### src/rtl/memory_access.sv
// Memory stage of the RV64 pipeline: request/response handshake to the data bus,
// store lane replication, load alignment/extension, and upstream stall generation.
module memory_access #(
    parameter int unsigned TIMEOUT = 256
) (
    input  logic         clk,
    input  logic         rst_n,
    input  logic         regM_i_valid,
    input  logic [160:0] regM_i_commit_info,
    input  logic [10:0]  regM_i_load_store_info,
    input  logic [63:0]  regM_i_alu_result,
    input  logic [63:0]  regM_i_regdata2,
    output logic         dmem_o_req_valid,
    input  logic         dmem_i_req_ready,
    output logic [63:0]  dmem_o_addr,
    output logic         dmem_o_wen,
    output logic [63:0]  dmem_o_wdata,
    output logic [7:0]   dmem_o_wstrb,
    input  logic         dmem_i_rsp_valid,
    input  logic [63:0]  dmem_i_rdata,
    output logic         memory_o_valid,
    output logic [160:0] memory_o_commit_info,
    output logic [63:0]  memory_o_result,
    output logic         memory_o_misaligned,
    output logic         memory_o_bus_err,
    output logic         memory_o_stall
);

    typedef enum logic [1:0] {IDLE, REQ, WAIT_RSP, DONE} state_e;

    typedef enum logic [3:0] {
        OP_NONE, OP_LB, OP_LH, OP_LW, OP_LD, OP_LBU, OP_LHU, OP_LWU,
        OP_SB, OP_SH, OP_SW, OP_SD
    } op_e;

    // Wide enough to hold TIMEOUT itself, and at least one bit when TIMEOUT is 0.
    localparam int CNT_W = $clog2(TIMEOUT + 2);

    state_e             state_q, state_d;
    op_e                op_q, op_d;
    logic [2:0]         off_q, off_d;
    logic [CNT_W-1:0]   cnt_q, cnt_d;
    logic [63:0]        addr_q, addr_d;
    logic               wen_q, wen_d;
    logic [63:0]        wdata_q, wdata_d;
    logic [7:0]         wstrb_q, wstrb_d;
    logic [160:0]       commit_q, commit_d;
    logic [63:0]        result_q, result_d;
    logic               mis_q, mis_d;
    logic               berr_q, berr_d;

    op_e                in_op;
    logic [2:0]         in_off;
    logic               in_mis;
    logic               in_store;
    logic [63:0]        in_wdata;
    logic [7:0]         in_wstrb;
    logic [CNT_W-1:0]   cnt_inc;

    function automatic logic [63:0] load_value(op_e op, logic [2:0] off, logic [63:0] rdata);
        logic [63:0] sh;
        sh = rdata >> {off, 3'b000};
        case (op)
            OP_LB:   return {{56{sh[7]}}, sh[7:0]};
            OP_LH:   return {{48{sh[15]}}, sh[15:0]};
            OP_LW:   return {{32{sh[31]}}, sh[31:0]};
            OP_LBU:  return {56'd0, sh[7:0]};
            OP_LHU:  return {48'd0, sh[15:0]};
            OP_LWU:  return {32'd0, sh[31:0]};
            default: return rdata;
        endcase
    endfunction

    // Operation decode; the highest set bit wins when the one-hot is violated.
    always_comb begin
        // NOTE: every always_comb output gets a default first so no latch is inferred.
        in_op = OP_NONE;
        if      (regM_i_load_store_info[10]) in_op = OP_LB;
        else if (regM_i_load_store_info[9])  in_op = OP_LH;
        else if (regM_i_load_store_info[8])  in_op = OP_LW;
        else if (regM_i_load_store_info[7])  in_op = OP_LD;
        else if (regM_i_load_store_info[6])  in_op = OP_LBU;
        else if (regM_i_load_store_info[5])  in_op = OP_LHU;
        else if (regM_i_load_store_info[4])  in_op = OP_LWU;
        else if (regM_i_load_store_info[3])  in_op = OP_SB;
        else if (regM_i_load_store_info[2])  in_op = OP_SH;
        else if (regM_i_load_store_info[1])  in_op = OP_SW;
        else if (regM_i_load_store_info[0])  in_op = OP_SD;
    end

    always_comb begin
        in_off   = regM_i_alu_result[2:0];
        in_store = (in_op == OP_SB) || (in_op == OP_SH) || (in_op == OP_SW) || (in_op == OP_SD);
        in_mis   = 1'b0;
        in_wdata = regM_i_regdata2;
        in_wstrb = 8'hFF;
        case (in_op)
            OP_LH, OP_LHU, OP_SH: in_mis = in_off[0];
            OP_LW, OP_LWU, OP_SW: in_mis = |in_off[1:0];
            OP_LD, OP_SD:         in_mis = |in_off;
            default:              in_mis = 1'b0;
        endcase
        case (in_op)
            OP_SB: begin
                in_wdata = {8{regM_i_regdata2[7:0]}};
                in_wstrb = 8'h01 << in_off;
            end
            OP_SH: begin
                in_wdata = {4{regM_i_regdata2[15:0]}};
                in_wstrb = 8'h03 << in_off;
            end
            OP_SW: begin
                in_wdata = {2{regM_i_regdata2[31:0]}};
                in_wstrb = 8'h0F << in_off;
            end
            default: ;
        endcase
    end

    assign cnt_inc = cnt_q + CNT_W'(1);

    always_comb begin
        state_d  = state_q;
        op_d     = op_q;
        off_d    = off_q;
        cnt_d    = cnt_q;
        addr_d   = addr_q;
        wen_d    = wen_q;
        wdata_d  = wdata_q;
        wstrb_d  = wstrb_q;
        commit_d = commit_q;
        result_d = result_q;
        mis_d    = 1'b0;
        berr_d   = 1'b0;

        case (state_q)
            IDLE, DONE: begin
                if (regM_i_valid) begin
                    op_d     = in_op;
                    off_d    = in_off;
                    commit_d = regM_i_commit_info;
                    if (in_op == OP_NONE) begin
                        state_d  = DONE;
                        result_d = regM_i_alu_result;
                    end else if (in_mis) begin
                        state_d  = DONE;
                        mis_d    = 1'b1;
                        result_d = 64'd0;
                    end else begin
                        state_d  = REQ;
                        addr_d   = {regM_i_alu_result[63:3], 3'b000};
                        wen_d    = in_store;
                        wdata_d  = in_wdata;
                        wstrb_d  = in_wstrb;
                    end
                end else begin
                    state_d = IDLE;
                end
            end
            REQ: begin
                if (dmem_i_req_ready) begin
                    if (wen_q) begin
                        state_d  = DONE;
                        result_d = 64'd0;
                    end else begin
                        state_d = WAIT_RSP;
                        cnt_d   = '0;
                    end
                end
            end
            WAIT_RSP: begin
                if (dmem_i_rsp_valid) begin
                    state_d  = DONE;
                    result_d = load_value(op_q, off_q, dmem_i_rdata);
                end else begin
                    cnt_d = cnt_inc;
                    if ((TIMEOUT != 0) && (cnt_inc == CNT_W'(TIMEOUT))) begin
                        state_d  = DONE;
                        berr_d   = 1'b1;
                        result_d = 64'd0;
                    end
                end
            end
            default: state_d = IDLE;
        endcase
    end

    always_ff @(posedge clk) begin
        // NOTE: sequential state uses non-blocking assignments only, so every flop samples pre-edge values.
        if (!rst_n) begin
            state_q  <= IDLE;
            op_q     <= OP_NONE;
            off_q    <= '0;
            cnt_q    <= '0;
            addr_q   <= '0;
            wen_q    <= 1'b0;
            wdata_q  <= '0;
            wstrb_q  <= '0;
            commit_q <= '0;
            result_q <= '0;
            mis_q    <= 1'b0;
            berr_q   <= 1'b0;
        end else begin
            state_q  <= state_d;
            op_q     <= op_d;
            off_q    <= off_d;
            cnt_q    <= cnt_d;
            addr_q   <= addr_d;
            wen_q    <= wen_d;
            wdata_q  <= wdata_d;
            wstrb_q  <= wstrb_d;
            commit_q <= commit_d;
            result_q <= result_d;
            mis_q    <= mis_d;
            berr_q   <= berr_d;
        end
    end

    assign dmem_o_req_valid     = (state_q == REQ);
    assign dmem_o_addr          = addr_q;
    assign dmem_o_wen           = wen_q;
    assign dmem_o_wdata         = wdata_q;
    assign dmem_o_wstrb         = wstrb_q;
    assign memory_o_valid       = (state_q == DONE);
    assign memory_o_commit_info = commit_q;
    assign memory_o_result      = result_q;
    assign memory_o_misaligned  = mis_q;
    assign memory_o_bus_err     = berr_q;
    assign memory_o_stall       = (state_q == REQ) || (state_q == WAIT_RSP);

endmodule

### config.mk
export PLATFORM = sky130hd
export DESIGN_NAME = memory_access
export DESIGN_NICKNAME = d
export VERILOG_FILES = /design/src/rtl/memory_access.sv
export SDC_FILE = /design/constraint.sdc
export NUM_CORES = 1
export LEC_CHECK = 0
export ABC_AREA = 1
export BUFFER_PORTS_ARGS = -buffer_cell sky130_fd_sc_hd__buf_2
export CAP_MARGIN = 20
export CORE_AREA = 2 2 286 288
export CTS_CLUSTER_SIZE = 28
export DETAILED_ROUTE_END_ITERATION = 7
export DIE_AREA = 0 0 288 290
export PLACE_DENSITY = 0.54
export REMOVE_ABC_BUFFERS = 1
export SETUP_SLACK_MARGIN = 0.05
export SYNTH_ARGS = -nofsm -noshare
export SYNTH_HDL_FRONTEND = slang
export SYNTH_SLANG_ARGS = --single-unit
export TNS_END_PERCENT = 10
### constraint.sdc
create_clock -name clk -period 2.75 [get_ports clk]
set_input_delay 0.4125 -clock clk [delete_from_list [all_inputs] [get_ports clk]]
set_output_delay 0.4125 -clock clk [all_outputs]
set_load 0.1 [all_outputs]
==> flow_summary.html <==
<table>
<tr><th>Metric</th><th>Value</th></tr>
<tr><th colspan="2">Status</th></tr>
<tr><td>Result of the run</td><td>finished clean</td></tr>
<tr><th colspan="2">Routing</th></tr>
<tr><td>Wirelength, routed</td><td>81,800 um</td></tr>
<tr><td>Count of vias placed by the detailed router</td><td>20,895</td></tr>
<tr><td>Drt first pass iters</td><td>5</td></tr>
<tr><td>First-iteration detailed-routing DRC count</td><td>1,199</td></tr>
<tr><td>Post-detailed-route DRC marker count</td><td>0</td></tr>
<tr><td>DRT antenna net count</td><td>0</td></tr>
<tr><td>Vias per inst</td><td>about 4.4</td></tr>
<tr><td>Routed len/inst</td><td>17.4 um</td></tr>
<tr><th colspan="2">Worst setup path</th></tr>
<tr><td>Cell family contributing the most delay on the critical path</td><td>simple AND/OR/NAND/NOR gates</td></tr>
<tr><td>Maximum net fanout on the critical path</td><td>9</td></tr>
<tr><td>Critical Path AT</td><td>3.02 ns</td></tr>
<tr><td>Data required time at the worst endpoint</td><td>about 3.2 ns</td></tr>
<tr><td>Setup slack of the worst register-to-register path</td><td>0.21 ns</td></tr>
<tr><td>Most numerous cell on the critical path</td><td>nand2_1</td></tr>
<tr><td>Cells along the critical path</td><td>ha_4, nand2_1, nor2_2, nand3_2, nor3b_2, xor2_1, nand3_1, nand2_1, nand2_2, nor2_4, buf_12, buf_8, buf_8, nand4_1, nand2_1, nor2_1</td></tr>
<tr><td>CP Class</td><td>reg -&gt; reg</td></tr>
<tr><td>Crit path buf inv count</td><td>3</td></tr>
<tr><td>Crit path launch type</td><td>flip-flop</td></tr>
<tr><td>Endpoint kind of the worst setup timing path</td><td>flip-flop</td></tr>
<tr><td>Biggest cell delay along the critical path</td><td>0.36 ns</td></tr>
<tr><td>Slowest library cell on the worst path</td><td>dfxtp_4</td></tr>
<tr><th colspan="2">Global route</th></tr>
<tr><td>GR Layer Usage met3</td><td>4.26%</td></tr>
<tr><td>GRT Total Usage</td><td>18.2%</td></tr>
<tr><td>Number of global-route vias before repair</td><td>19,304</td></tr>
<tr><td>Met2 GRT Util</td><td>30.0%</td></tr>
<tr><td>Busiest layer in global routing</td><td>met2</td></tr>
<tr><td>Initial antenna violation count</td><td>26</td></tr>
<tr><td>Wire length of the first global-routing pass</td><td>118,000 um</td></tr>
<tr><td>Pin count of the biggest net entering global routing</td><td>135</td></tr>
<tr><td>M1 GR Usage</td><td>22.4%</td></tr>
<tr><td>Overflow after GRT</td><td>0</td></tr>
<tr><th colspan="2">Job</th></tr>
<tr><td>Number of max-cap violations</td><td>0</td></tr>
<tr><th colspan="2">Synthesis</th></tr>
<tr><td>Most used flip-flop cell after synthesis</td><td>dfxtp_1</td></tr>
<tr><td>Seq/Total Area, Yosys</td><td>approximately two fifths</td></tr>
<tr><td>Synthesized instance count</td><td>2,909</td></tr>
<tr><td>Flip-flop and latch count after synthesis</td><td>between 300 and 400</td></tr>
<tr><td>Total number of yosys warnings</td><td>0</td></tr>
<tr><td>Count of flip-flops with a built-in enable after synthesis</td><td>0</td></tr>
<tr><td>Number of distinct library cells after synthesis</td><td>43</td></tr>
<tr><td>Async set-or-reset flop fraction in the synthesized netlist</td><td>0%</td></tr>
<tr><td>Post-synthesis area per instance</td><td>6.34 um2</td></tr>
<tr><td>Combined area of all synthesized cells</td><td>18,400 um2</td></tr>
<tr><th colspan="2">Clocking</th></tr>
<tr><td>Latest clock arrival within the worst-skew pair</td><td>0.59 ns</td></tr>
<tr><td>Number of CTS-inserted buffers</td><td>48</td></tr>
<tr><td>Clock transition at the register clock pins on the worst setup and hold paths after CTS</td><td>0.06 ns</td></tr>
<tr><td>CTS tree</td><td>done</td></tr>
<tr><td>H-tree Lvls</td><td>2</td></tr>
<tr><td>Maximum root-to-sink buffer count</td><td>3</td></tr>
<tr><td>Root buffer selected by CTS</td><td>clkbuf_16</td></tr>
<tr><td>Sink count of the clock tree</td><td>379</td></tr>
<tr><th colspan="2">Pwr</th></tr>
<tr><td>Total power consumption of the routed design</td><td>0.0388 W</td></tr>
<tr><td>Worst IR drop on VDD</td><td>0.677 mV</td></tr>
<tr><td>Power share of the combinational group</td><td>a little over three fifths</td></tr>
<tr><td>Register share of total power</td><td>a little over a fifth</td></tr>
<tr><td>Total net switching power</td><td>0.0232 W</td></tr>
<tr><td>Fraction of power consumed by the clock network</td><td>16.4%</td></tr>
<tr><td>Sw frac</td><td>59.8%</td></tr>
<tr><td>Leakage</td><td>12.7 nW</td></tr>
<tr><td>Pwr/cell area</td><td>between 1500 and 2000 nW/um2</td></tr>
<tr><td>Internal</td><td>between 0.015 and 0.02 W</td></tr>
<tr><th colspan="2">Placed design</th></tr>
<tr><td>Number of input and output port buffers inserted</td><td>732</td></tr>
<tr><td>Dpl hpwl</td><td>59,900 um</td></tr>
<tr><td>Final RePlAce weighted congestion</td><td>0.874</td></tr>
<tr><td>Post-place instance area</td><td>23,500 um2</td></tr>
<tr><td>Instance count after placement with tap cells included</td><td>4,581</td></tr>
<tr><th colspan="2">Timing</th></tr>
<tr><td>Final critical-path required period</td><td>2.54 ns</td></tr>
<tr><td>Final-layout setup total negative slack</td><td>0 ns</td></tr>
<tr><td>Slew Limit Fails</td><td>0</td></tr>
<tr><td>Pin slew with the least headroom to its limit</td><td>roughly 0.66 ns</td></tr>
<tr><td>Worst slew margin</td><td>55.8%</td></tr>
<tr><td>Post-route clock skew</td><td>0.0115 ns</td></tr>
<tr><td>Final count of negative-setup-slack endpoints</td><td>0</td></tr>
<tr><td>Fmax</td><td>393 MHz</td></tr>
<tr><td>Unrepaired setup endpoints after global routing</td><td>true</td></tr>
<tr><td>Crit share post-route</td><td>about 90%</td></tr>
<tr><td>Final Hold Vio Count</td><td>0</td></tr>
<tr><th colspan="2">Finish</th></tr>
<tr><td>Most used cells in the layout excluding fill and tap cells</td><td>nor2_1 (863), buf_2 (731), nand2_1 (534)</td></tr>
<tr><td>Commonest non-fill, non-tap cell in the layout</td><td>nor2_1</td></tr>
<tr><td>Nets</td><td>between 3,000 and 4,000</td></tr>
<tr><td>Final cell area excluding filler cells</td><td>25,400 um2</td></tr>
<tr><td>Synthesis-to-layout area growth</td><td>37.6%</td></tr>
<tr><td>Post-Layout Cell Count</td><td>4,696</td></tr>
<tr><td>Fraction of final layout cells sized beyond drive strength 1</td><td>25.8%</td></tr>
<tr><th colspan="2">Die</th></tr>
<tr><td>Die extent in x</td><td>288 um</td></tr>
<tr><td>Placeable core area</td><td>80,200 um2</td></tr>
<tr><td>Effective utilization at floorplan</td><td>23.0%</td></tr>
<tr><td>Height of the chip</td><td>approximately 290 um</td></tr>
<tr><td>Boundary pin count</td><td>between 700 and 800</td></tr>
<tr><td>Full die area</td><td>83,500 um2</td></tr>
<tr><td>Row cnt</td><td>104</td></tr>
<tr><th colspan="2">Hold path</th></tr>
<tr><td>Classification of the worst-slack hold path</td><td>in -&gt; reg</td></tr>
</table>
metrics by stage:
step	hold slack (ns)	utilization, %	setup WS [ns]
floorplan	0.457	-	-5.58
global placement	0.449	29.4	0.182
detailed placement	0.453	29.4	0.140
CTS	0.0269	31.3	0.156
global route	0.0517	31.6	0.0271
finish	0.0703	31.6	0.206
cells in the mapped netlist, types with 2 or more instances:
library cell / n / share of area [%]
o21a_1: 3 / 0.12
buf_1: 18 / 0.37
inv_1: 240 / 4.9
nor2_4: 2 / 0.12
inv_2: 5 / 0.10
a2bb2oi_1: 2 / 0.095
o21ai_0: 305 / 8.3
a21oi_1: 75 / 2.0
a31oi_1: 7 / 0.24
nand2_4: 2 / 0.12
nand2_1: 536 / 11
clkbuf_2: 6 / 0.16
dfxtp_1: 379 / 41
nand2_2: 6 / 0.20
o211ai_1: 18 / 0.73
buf_4: 18 / 0.73
xor2_1: 4 / 0.19
nand4_1: 72 / 2.4
o22ai_1: 22 / 0.75
buf_2: 33 / 0.90
mux2i_1: 7 / 0.38
buf_6: 2 / 0.12
nand3_1: 77 / 2.1
nor2_1: 866 / 18
nor3_1: 5 / 0.14
o21ai_1: 52 / 1.4
nor2_2: 3 / 0.10
clkbuf_1: 126 / 2.6
ha_1: 4 / 0.27
flip-flops by register name (all words and copies together), names as in the netlist:
register              count
cnt_q                     9
dmem_o_addr              61
dmem_o_wdata             64
dmem_o_wen                1
dmem_o_wstrb              8
memory_o_bus_err          1
memory_o_commit_info    161
memory_o_misaligned       1
memory_o_result          64
off_q                     3
op_q                      4
state_q                   2
final timing paths:
path	startpoint	end	cells after the start
setup / recovery	cnt_q[1]	memory_o_result[54]	16
hold / removal	regM_i_commit_info[134]	memory_o_commit_info[134]	3
setup reg to reg	cnt_q[1]	memory_o_result[54]	16
hold reg to reg	dmem_o_wdata[28]	dmem_o_wdata[28]	2
logic make-up after synthesis:
kind of cell | count (synthesis) | share of synthesized area [%]
AND/OR/NAND/NOR | 1576 | 34.2
AO/OA/AOI/OAI | 488 | 13.9
buffers and inverters | 449 | 9.86
flip-flops | 379 | 41.2
multiplexers | 7 | 0.380
XOR/XNOR | 5 | 0.238
adder cells (fa/ha/maj) | 4 | 0.272
other | 1 | 0.0203
layout make-up:
class	instances	area, um2
timing repair buffer	824	4790
fill	8940	54800
multi-input combinational	2083	9100
tap	1060	1330
clock inverter	19	250
sequential	379	7600
clock buffer	64	1320
inverter	246	928
antenna	21	52.6
power groups by stage:
stage          registers (W)  clock network (W)  logic (W)
5_1_grt              0.00836            0.00680     0.0258
3_5_place_dp         0.00826                  0     0.0239
6_report             0.00815            0.00638     0.0243
4_1_cts              0.00816            0.00660     0.0239
3_3_place_gp         0.00822                  0     0.0239
2_1_floorplan         0.0204                  0    0.00634
worst reg2reg max path: cells and delay by family, from the launching register on:
family,cells,cell delay [ns]
and+or+nand+nor,11,1.27
buffers and inverters,3,0.47
DFF,1,0.36
xor gates and xnor gates,1,0.20
adders and majority gates,1,0.14
what timing repair did:
item                                   CTS  global route
resized for setup                        0            16
endpoints found under the hold margin    1             0
setup endpoints to repair                0            64
setup buffers                            0             5
hold buffers                             1             0
layer usage:
| layer | vias to the layer above | share of wire, % |
|---|---|---|
| met3 | 159 | 7.4 |
| met2 | 738 | 47 |
| li1 | 10538 | - |
| met5 | - | 0.078 |
| met4 | 12 | 3.9 |
| met1 | 9448 | 42 |
No activity file was read; power rests on OpenSTA's default activity.
